===== config.mk =====
export PLATFORM = sky130hd
export DESIGN_NAME = display_scanner_flat
export DESIGN_NICKNAME = d
export VERILOG_FILES = /design/src/rtl/display_pkg.sv /design/src/rtl/display_scanner_if.sv /design/src/rtl/display_scanner_scan_timer.sv /design/src/rtl/display_scanner.sv /design/src/flat_wrapper.sv
export SDC_FILE = /design/constraint.sdc
export NUM_CORES = 1
export LEC_CHECK = 0
export CAP_MARGIN = 20
export CORE_UTILIZATION = 35
export DETAILED_ROUTE_END_ITERATION = 7
export MAX_ROUTING_LAYER = met4
export PLACE_DENSITY = 0.64
export SYNTH_ARGS = -nofsm -noshare
export SYNTH_HDL_FRONTEND = slang
export SYNTH_SLANG_ARGS = --single-unit

===== constraint.sdc =====
create_clock -name clk -period 6.2 [get_ports clk]
set_clock_uncertainty 0.1 [all_clocks]
set_input_delay 0.62 -clock clk [delete_from_list [all_inputs] [get_ports clk]]
set_output_delay 0.62 -clock clk [all_outputs]
set_load 0.1 [all_outputs]

===== src/rtl/display_pkg.sv =====
// Shared definitions for the 7-segment display path: digit count, blank glyph index,
// scanner state encoding and the leading-zero helper.
package display_pkg;

    localparam int NUM_DIGITS = 4;
    localparam logic [3:0] DEFAULT_BLANK_CODE = 4'd10;

    typedef enum logic {
        S_GUARD = 1'b0,
        S_DRIVE = 1'b1
    } scan_state_t;

    typedef struct packed {
        logic [15:0] value;
        logic [3:0]  dpMask;
        logic        lzBlank;
    } frame_t;

    // Digit idx is a leading zero when it and every more-significant nibble are zero;
    // digit 0 always shows so a zero value still reads "0".
    function automatic logic isLeadingZero(input logic [15:0] value, input logic [1:0] idx);
        logic allZero;
        allZero = 1'b1;
        for (int k = 0; k < NUM_DIGITS; k++) begin
            if (k >= int'(idx) && value[k*4 +: 4] != 4'd0) begin
                allZero = 1'b0;
            end
        end
        return allZero && (idx != 2'd0);
    endfunction

endpackage


===== src/rtl/display_scanner_if.sv =====
// Bus between the control logic (master) and the display scanner (slave).
interface display_scanner_if;

    logic [15:0] value;
    logic [3:0]  dp_mask;
    logic        load;
    logic        lz_blank;
    logic [3:0]  digit_code;
    logic        dp;
    logic [3:0]  anode_n;
    logic        frame_done;
    logic        busy;

    modport master (
        output value, dp_mask, load, lz_blank,
        input  digit_code, dp, anode_n, frame_done, busy
    );

    modport slave (
        input  value, dp_mask, load, lz_blank,
        output digit_code, dp, anode_n, frame_done, busy
    );

endinterface


===== src/rtl/display_scanner_scan_timer.sv =====
// Loadable down-counter; o_tc is high while the count sits at zero, so a load of N-1
// gives a slot of exactly N cycles.
module scan_timer #(
    parameter int WIDTH = 8
) (
    input  logic             clk,
    input  logic             rst,
    input  logic             i_load,
    input  logic [WIDTH-1:0] i_loadValue,
    output logic             o_tc
);

    logic [WIDTH-1:0] r_count;

    always_ff @(posedge clk) begin
        if (rst) begin
            r_count <= '0;
        end else if (i_load) begin
            r_count <= i_loadValue;
        end else if (r_count != '0) begin
            r_count <= r_count - WIDTH'(1);
        end
    end

    assign o_tc = (r_count == '0);

endmodule


===== src/rtl/display_scanner.sv =====
// Four-digit multiplexed display scanner: walks the shadow value one nibble per slot,
// separating digits with all-dark guard slots, and swaps in new values only between frames.
module display_scanner
    import display_pkg::*;
#(
    parameter int          REFRESH_DIV  = 1000,
    parameter int          GUARD_CYCLES = 2,
    parameter logic [3:0]  BLANK_CODE   = DEFAULT_BLANK_CODE
) (
    input logic              clk,
    input logic              rst,
    display_scanner_if.slave bus
);

    localparam int MAX_LEN = (REFRESH_DIV > GUARD_CYCLES) ? REFRESH_DIV : GUARD_CYCLES;
    localparam int CNT_W   = $clog2(MAX_LEN) + 1;
    localparam logic [CNT_W-1:0] DRIVE_LOAD = CNT_W'(REFRESH_DIV - 1);
    localparam logic [CNT_W-1:0] GUARD_LOAD = CNT_W'((GUARD_CYCLES > 0) ? GUARD_CYCLES - 1 : 0);
    localparam logic HAS_GUARD = (GUARD_CYCLES > 0);

    scan_state_t r_state;
    logic [1:0]  r_idx;
    frame_t      r_shadow;
    frame_t      r_pending;
    logic        r_pendValid;
    logic [3:0]  r_anodeN;
    logic [3:0]  r_digitCode;
    logic        r_dp;
    logic        r_frameDone;

    logic             w_tc;
    logic [CNT_W-1:0] w_timerLoadValue;
    logic             w_slotEnd;
    logic             w_boundary;
    logic             w_nextIsDrive;
    logic [1:0]       w_idxNext;
    frame_t           w_input;
    frame_t           w_shadowNext;
    logic [3:0]       w_nibbleNext;
    logic             w_blankNext;

    scan_timer #(.WIDTH(CNT_W)) u_timer (
        .clk         (clk),
        .rst         (rst),
        .i_load      (w_tc),
        .i_loadValue (w_timerLoadValue),
        .o_tc        (w_tc)
    );

    assign w_input          = {bus.value, bus.dp_mask, bus.lz_blank};
    assign w_slotEnd        = (r_state == S_DRIVE) && w_tc;
    assign w_boundary       = w_slotEnd && (r_idx == 2'd3);
    assign w_idxNext        = w_slotEnd ? r_idx + 2'd1 : r_idx;
    assign w_timerLoadValue = (r_state == S_DRIVE && HAS_GUARD) ? GUARD_LOAD : DRIVE_LOAD;
    assign w_nextIsDrive    = (r_state == S_DRIVE) ? !(w_tc && HAS_GUARD) : w_tc;

    // A load landing on the last cycle of a frame bypasses pending straight into the shadow.
    always_comb begin
        w_shadowNext = r_shadow;
        if (w_boundary) begin
            if (bus.load) begin
                w_shadowNext = w_input;
            end else if (r_pendValid) begin
                w_shadowNext = r_pending;
            end
        end
    end

    assign w_nibbleNext = w_shadowNext.value[{w_idxNext, 2'b00} +: 4];
    assign w_blankNext  = w_shadowNext.lzBlank && isLeadingZero(w_shadowNext.value, w_idxNext);

    // Outputs are computed from next-cycle state so they line up with the state register.
    always_ff @(posedge clk) begin
        if (rst) begin
            r_state     <= S_GUARD;
            r_idx       <= 2'd0;
            r_shadow    <= '0;
            r_pending   <= '0;
            r_pendValid <= 1'b0;
            r_anodeN    <= 4'b1111;
            r_digitCode <= BLANK_CODE;
            r_dp        <= 1'b0;
            r_frameDone <= 1'b0;
        end else begin
            case (r_state)
                S_GUARD: begin
                    if (w_tc) begin
                        r_state <= S_DRIVE;
                    end
                end
                S_DRIVE: begin
                    if (w_tc) begin
                        r_idx <= r_idx + 2'd1;
                        if (HAS_GUARD) begin
                            r_state <= S_GUARD;
                        end
                    end
                end
                default: r_state <= S_GUARD;
            endcase

            r_shadow <= w_shadowNext;
            if (w_boundary) begin
                r_pendValid <= 1'b0;
            end else if (bus.load) begin
                r_pending   <= w_input;
                r_pendValid <= 1'b1;
            end

            r_frameDone <= w_boundary;
            if (w_nextIsDrive) begin
                r_anodeN    <= ~(4'b0001 << w_idxNext);
                r_digitCode <= w_blankNext ? BLANK_CODE : w_nibbleNext;
                r_dp        <= w_shadowNext.dpMask[w_idxNext];
            end else begin
                r_anodeN    <= 4'b1111;
                r_digitCode <= BLANK_CODE;
                r_dp        <= 1'b0;
            end
        end
    end

    assign bus.anode_n    = r_anodeN;
    assign bus.digit_code = r_digitCode;
    assign bus.dp         = r_dp;
    assign bus.frame_done = r_frameDone;
    assign bus.busy       = r_pendValid;

endmodule


===== src/flat_wrapper.sv =====
// flat-port wrapper written by rule: the top's interface ports become plain ports
module display_scanner_flat import display_pkg::*;
#(
    parameter int          REFRESH_DIV  = 1000,
    parameter int          GUARD_CYCLES = 2,
    parameter logic [3:0]  BLANK_CODE   = DEFAULT_BLANK_CODE
)
  (clk, rst, bus_value, bus_dp_mask, bus_load, bus_lz_blank, bus_digit_code, bus_dp, bus_anode_n, bus_frame_done, bus_busy);
  display_scanner_if bus_i ();
  input logic clk;
  input logic rst;
  input wire logic [$bits(bus_i.value)-1:0] bus_value;
  input wire logic [$bits(bus_i.dp_mask)-1:0] bus_dp_mask;
  input wire logic [$bits(bus_i.load)-1:0] bus_load;
  input wire logic [$bits(bus_i.lz_blank)-1:0] bus_lz_blank;
  output wire logic [$bits(bus_i.digit_code)-1:0] bus_digit_code;
  output wire logic [$bits(bus_i.dp)-1:0] bus_dp;
  output wire logic [$bits(bus_i.anode_n)-1:0] bus_anode_n;
  output wire logic [$bits(bus_i.frame_done)-1:0] bus_frame_done;
  output wire logic [$bits(bus_i.busy)-1:0] bus_busy;
  assign bus_i.value = bus_value;
  assign bus_i.dp_mask = bus_dp_mask;
  assign bus_i.load = bus_load;
  assign bus_i.lz_blank = bus_lz_blank;
  assign bus_digit_code = bus_i.digit_code;
  assign bus_dp = bus_i.dp;
  assign bus_anode_n = bus_i.anode_n;
  assign bus_frame_done = bus_i.frame_done;
  assign bus_busy = bus_i.busy;
  display_scanner #(.REFRESH_DIV(REFRESH_DIV), .GUARD_CYCLES(GUARD_CYCLES), .BLANK_CODE(BLANK_CODE)) u_core (.clk(clk), .rst(rst), .bus(bus_i));
endmodule

==> impl_results.md <==
- Outcome: completed
- Core area: between 0.008 and 0.009 sq mm
- Maximum clock path buffer count: 2
- Sw power: 0.391 mW
- CTS buffer count: 9
- Largest net degree at the start of global routing: 54
- Most common cell in the netlist: dfxtp_1
- Post-CTS Setup Bufs: 0
- Seq/Total Area, Yosys: 45.1%
- Worst Tran Pin Value: 980 ps
- Clock sinks: 67
- Reg power frac: 42.2%
- Synth-to-Final Area Change: 20.5%
- # rows: 33
- Clk network pwr share: approximately 33%
- DPL Wire Length: 4.59 mm
- Main synth FF type: dfxtp_1
- GP Congestion: 0.781
- Routed vias/inst: 5.03
- Cell Pwr Density: 341 mW/mm^2
- FF-to-FF End: u_core.bus.digit_code[0]$_SDFF_PP0_
- Initial DRC count: 71
- Ys async rst share: 0%
- Comb pwr share: 24.7%
- CP Capture Type: flop
- Synth Warn #: 0
- Vias: 2,386
- Hold Crit Class: flop to flop
- # diodes: 0
- Netlist cell types: 44
- Final worst setup slack: between 2000 and 3000 ps
- Syn avg cell area: 8.86 sq um
- Largest cells by area after synthesis: dfxtp_1 (45%), mux2i_1 (7.4%), a21oi_1 (7.1%)
- Die X-Extent: 94.2 um
- Worst Path Required: approximately 6300 ps
- Clock Latency Late Sink: 340 ps
- Overflow left after global routing: 0
- Post-synth top cells: dfxtp_1 (67), nand2_1 (51), a21oi_1 (42)
- Leak: 1.41 nW
- FF-to-FF path depth: 11
- Cells after Synth: 336
- Post-Syn Area: 0.00298 sq mm
- Crit path max fanout: 31
- CP Class: flop to flop
- Final design utilization: 43.6%
- Starting Density: 36.2%
- Fin. Hold Viols: 0
- GR Util All Layers: around 16%
- Critical path endpoint: u_core.bus.digit_code[0]$_SDFF_PP0_
- Unrepaired setup endpoints after global routing: no
- Final hold slack: 356 ps
- Max-cap viol count: 0
- Pint: 0.833 mW
- Top-area cell type share of the netlist area: 45.1%
- Slew HR: between 30 and 40%
- Vias in the first global route: approximately 2,300
- Yosys reg bits: 67
- Highest Clock Rate: 0.298 GHz
- Die area: 0.00888 sq mm
- Routed length per instance: approximately 14 um
- Fin crit period: between 3000 and 4000 ps
- # DRC: 0
- Setup Viol. Count Final: 0
- Worst ir drop on vdd: 0.129 mV
- CTS tree: done
- R2R Setup Slk: 2850 ps
- CTS Root Cell: clkbuf_8
- CP startpoint: u_core.u_timer.r_count[3]$_SDFF_PP0_
- H-tree depth: 3
- Reg2reg start: u_core.u_timer.r_count[3]$_SDFF_PP0_
- EDFF count, synth: 0
- Final period utilization: 54.1%
- Fin. max-slew vios: 0
- Port Buffer Count: 34
- Routed Antenna Nets: 0
- Leading area contributor after synthesis: dfxtp_1
- Startpoint types: flop
- PostCTS Resize Cnt: 0
- Initial antenna violation count: 0
- Post-Route WL: 6.51 mm
- Nets: 392
- CTS clock-pin slew for the worst setup and hold paths: 70 ps
- Top-Level Pins: 35
- Syn_nets: 364
- Final setup TNS: 0 ps
- CTS Hold Buffers Added: 0
- First-pass GRT wire length: 10.9 mm
- Die height: ~94 um
- Pre-CTS setup slack: 2900 ps
- Share of cells above drive strength 1: 10.3%
- Sw Ratio: 32.0%
- CP Data Arrival Time: 3470 ps
- Pre-Repair DR Iteration Count: 4
-- layout by cell type, fill, tap and decap left out, types with 3 or more instances in the layout --
cell	count
nor2_1	41
inv_1	5
xnor2_1	5
nand2_1	51
a21oi_1	42
nor4_1	3
o221ai_1	4
buf_4	4
mux4_2	3
nand4b_1	3
nand2b_1	3
dfxtp_1	67
mux2_2	8
mux2i_1	22
o21ai_0	8
nor3_1	9
a31oi_1	3
clkbuf_8	10
clkdlybuf4s50_1	33
nand3_1	3
ha_1	4
-- layout make-up --
type / count / area [sq um]
Timing Repair Buffer: 38 / 365
Fill cell: 795 / 4630
Sequential cell: 67 / 1340
Tap cell: 105 / 131
Clock inverter: 6 / 88.8
Clock buffer: 10 / 138
Inverter: 6 / 27.5
Multi-Input combinational cell: 242 / 1490
-- worst min path at each step --
stage | startpoint | endpoint | slack [ps] | cells past startpoint
floorplan | u_core.r_pending[5]$_SDFFE_PP0P_ | u_core.r_pending[5]$_SDFFE_PP0P_ | 330 | 2
global placement | u_core.r_pending[10]$_SDFFE_PP0P_ | u_core.r_pending[10]$_SDFFE_PP0P_ | 340 | 2
detailed placement | u_core.r_pending[2]$_SDFFE_PP0P_ | u_core.r_pending[2]$_SDFFE_PP0P_ | 350 | 2
CTS | u_core.r_pending[2]$_SDFFE_PP0P_ | u_core.r_pending[2]$_SDFFE_PP0P_ | 360 | 2
global route | u_core.r_pending[10]$_SDFFE_PP0P_ | u_core.r_pending[10]$_SDFFE_PP0P_ | 390 | 2
finish | u_core.r_pending[2]$_SDFFE_PP0P_ | u_core.r_pending[2]$_SDFFE_PP0P_ | 360 | 2
-- cell families after synthesis --
kind of cell | count (synthesis) | synth area share [%]
flops | 67 | 45.1
fa+ha+maj | 4 | 1.68
xor+xnor | 7 | 2.06
buf+inv | 27 | 4.75
simple gates | 128 | 19.8
mux | 33 | 12.7
compound gates | 70 | 14.0
-- worst max-delay path, stage by stage (launching register included) --
cell	delay (ps)
dfxtp_1	360
nor4_4	370
nand4b_1	190
or3_1	500
clkinv_4	110
ha_1	380
o211ai_2	130
buf_4	260
mux2i_1	300
nand4_1	160
o21ai_0	260
a21oi_1	90
-- registers in the layout (all words and copies together) (netlist names) --
signal,flops
u_core.bus.anode_n,4
u_core.bus.busy,1
u_core.bus.digit_code,4
u_core.bus.dp,1
u_core.bus.frame_done,1
u_core.r_idx,2
u_core.r_pending,21
u_core.r_shadow,21
u_core.r_state,1
u_core.u_timer.r_count,11
-- power by group through the flow --
stage | logic (mW) | registers [mW] | clock network, mW
2_1_floorplan | 0.186 | 0.569 | 0
3_3_place_gp | 0.298 | 0.524 | 0
3_5_place_dp | 0.300 | 0.527 | 0
4_1_cts | 0.304 | 0.517 | 0.417
5_1_grt | 0.338 | 0.522 | 0.430
6_report | 0.302 | 0.517 | 0.405
-- through the flow --
step / cells / area, sq um / total power, mW
2_1_floorplan: 336 / 2980 / 0.756
3_3_place_gp: 458 / 3360 / 0.822
3_5_place_dp: 458 / 3360 / 0.827
4_1_cts: 474 / 3590 / 1.24
5_1_grt: 474 / 3590 / 1.29
6_report: 474 / 3590 / 1.22
-- metal layers --
layer / up-vias / global-route usage (%) / part of all wire, %
met5: - / - / 0
met4: 0 / 7.31 / 1.0
met3: 9 / 3.24 / 3.5
met2: 44 / 25.7 / 47
met1: 1102 / 20.5 / 48
li1: 1231 / - / -
(Power assumes the default switching activity.)
==> edit, RTL diff (config.mk and constraints unchanged) <==
`REFRESH_DIV` is set to 1000 in 2 places; all go to 2000.
--- a/src/rtl/display_scanner.sv
+++ b/src/rtl/display_scanner.sv
@@ -3,7 +3,7 @@
 module display_scanner
     import display_pkg::*;
 #(
-    parameter int          REFRESH_DIV  = 1000,
+    parameter int          REFRESH_DIV  = 2000,
     parameter int          GUARD_CYCLES = 2,
     parameter logic [3:0]  BLANK_CODE   = DEFAULT_BLANK_CODE
 ) (
--- a/src/flat_wrapper.sv
+++ b/src/flat_wrapper.sv
@@ -1,7 +1,7 @@
 // flat-port wrapper written by rule: the top's interface ports become plain ports
 module display_scanner_flat import display_pkg::*;
 #(
-    parameter int          REFRESH_DIV  = 1000,
+    parameter int          REFRESH_DIV  = 2000,
     parameter int          GUARD_CYCLES = 2,
     parameter logic [3:0]  BLANK_CODE   = DEFAULT_BLANK_CODE
 )
Function: no difference found for any inputs over 10 cycles, from zero or initial values and one cycle with rst high; that may be too few to reach the edited logic, so the function may still have changed.
==> edit against the original RTL <==
Synthesized area grew 2.7%. Wire length is 2.8% higher. Worst setup slack better by 0.094 ns. Sequential cell count is 1 higher. Maximum frequency rose by 2.9%. First-iteration DRC count increased by 72%. Total power down 4.3%. Sequential power about the same. Design area rose by 1.4%. Die area increased by 2.7%.
==> edit: results <==
metrics = {
    "grt": {
        "grt_pass1_wl_mm": 11.4,
        "grt.total_usage": 0.169,
        "grt_pass1_vias": 2352,
    },
    "pwr": {
        "p_leak_nw": 1.35,
        "vdd_ir_drop_max_uv": 153,
        "internal-power_mw": 0.812,
    },
    "placed_design": {
        "dpl.cell_count": 455,
        "dp_hpwl_mm": 4.68,
        "globalplace.congestion": 0.826,
    },
    "yosys": {
        "ys_top_cells_by_area": "dfxtp_1, mux2i_1, nand2_1",
        "ys_seq_area_frac": 0.445,
        "synth.distinct_cells": 48,
    },
    "final_layout": {
        "nets": 389,
        "fill_cells": 832,
        "final_layout_size_suffix_gt1_frac": 0.115,
    },
    "routing": {
        "routed_wl_mm": 6.70,
        "first_iter_violations": 122,
        "wl_per_cell_microns": 14.2,
    },
    "clocking": {
        "htree_levels": 3,
    },
    "run_status": {
        "status": "finished clean",
    },
    "timing": {
        "hold_ws_ns": 0.356,
        "tightest_slew_ns": 0.981,
    },
    "min_path": {
        "hold_path_startpoint": "u_core.r_pending[4]",
        "min_to": "u_core.r_pending[4]",
    },
    "setup_path": {
        "r2r_cells": 9,
        "critPathMaxStageDelay_ns": 0.45,
        "cp_max_fo": 20,
        "r2r-end": "u_core.bus.digit_code[2]",
    },
}
-- edit: power groups by stage --
stage | Sequential [mW] | Clock (mW) | Combinational, mW
after CTS | 0.515 | 0.393 | 0.280
after detailed placement | 0.524 | 0 | 0.278
after floorplan | 0.565 | 0 | 0.174
final | 0.515 | 0.379 | 0.278
after global routing | 0.520 | 0.411 | 0.311
after global placement | 0.523 | 0 | 0.276
-- edit: how the worst max path moves through the flow --
stage	to	slack [ns]	cells past startpoint
after floorplan	u_core.bus.digit_code[0]	3.55	13
after global placement	u_core.bus.digit_code[0]	3.03	9
after detailed placement	u_core.bus.digit_code[2]	2.94	9
after CTS	u_core.bus.digit_code[2]	2.92	9
after global routing	u_core.bus.digit_code[2]	2.58	8
final	u_core.bus.digit_code[2]	2.94	9
-- edit: cell type report --
cell class                      count  area [sq um]  area share
Clock buffer                       13           169      0.0465
Clock inverter                      3          43.8      0.0120
Inverter                            2          7.51     0.00206
Multi-Input combinational cell    244          1570       0.431
Sequential cell                    68          1360       0.374
Tap cell                          105           131      0.0361
Timing Repair Buffer               36           355      0.0977
-- edit: layer usage --
layer | up-vias | global-route usage | routed length (microns)
met1 | 1165 | 0.216 | 3190
met3 | 9 | 0.0463 | 250
li1 | 1225 | - | -
met4 | 0 | 0.0672 | 93
met2 | 40 | 0.254 | 3160
met5 | - | - | 0
-- edit: cell families (layout without fill, tap and decap cells) --
group	after synthesis	count (layout)	synth area share
AOI/OAI and AO/OA	65	65	0.131
xor gates and xnor gates	11	11	0.0340
adders and majority gates	4	4	0.0164
buffers and inverters	24	54	0.0421
DFF	68	68	0.445
muxes	40	40	0.142
and+or+nand+nor	124	124	0.189
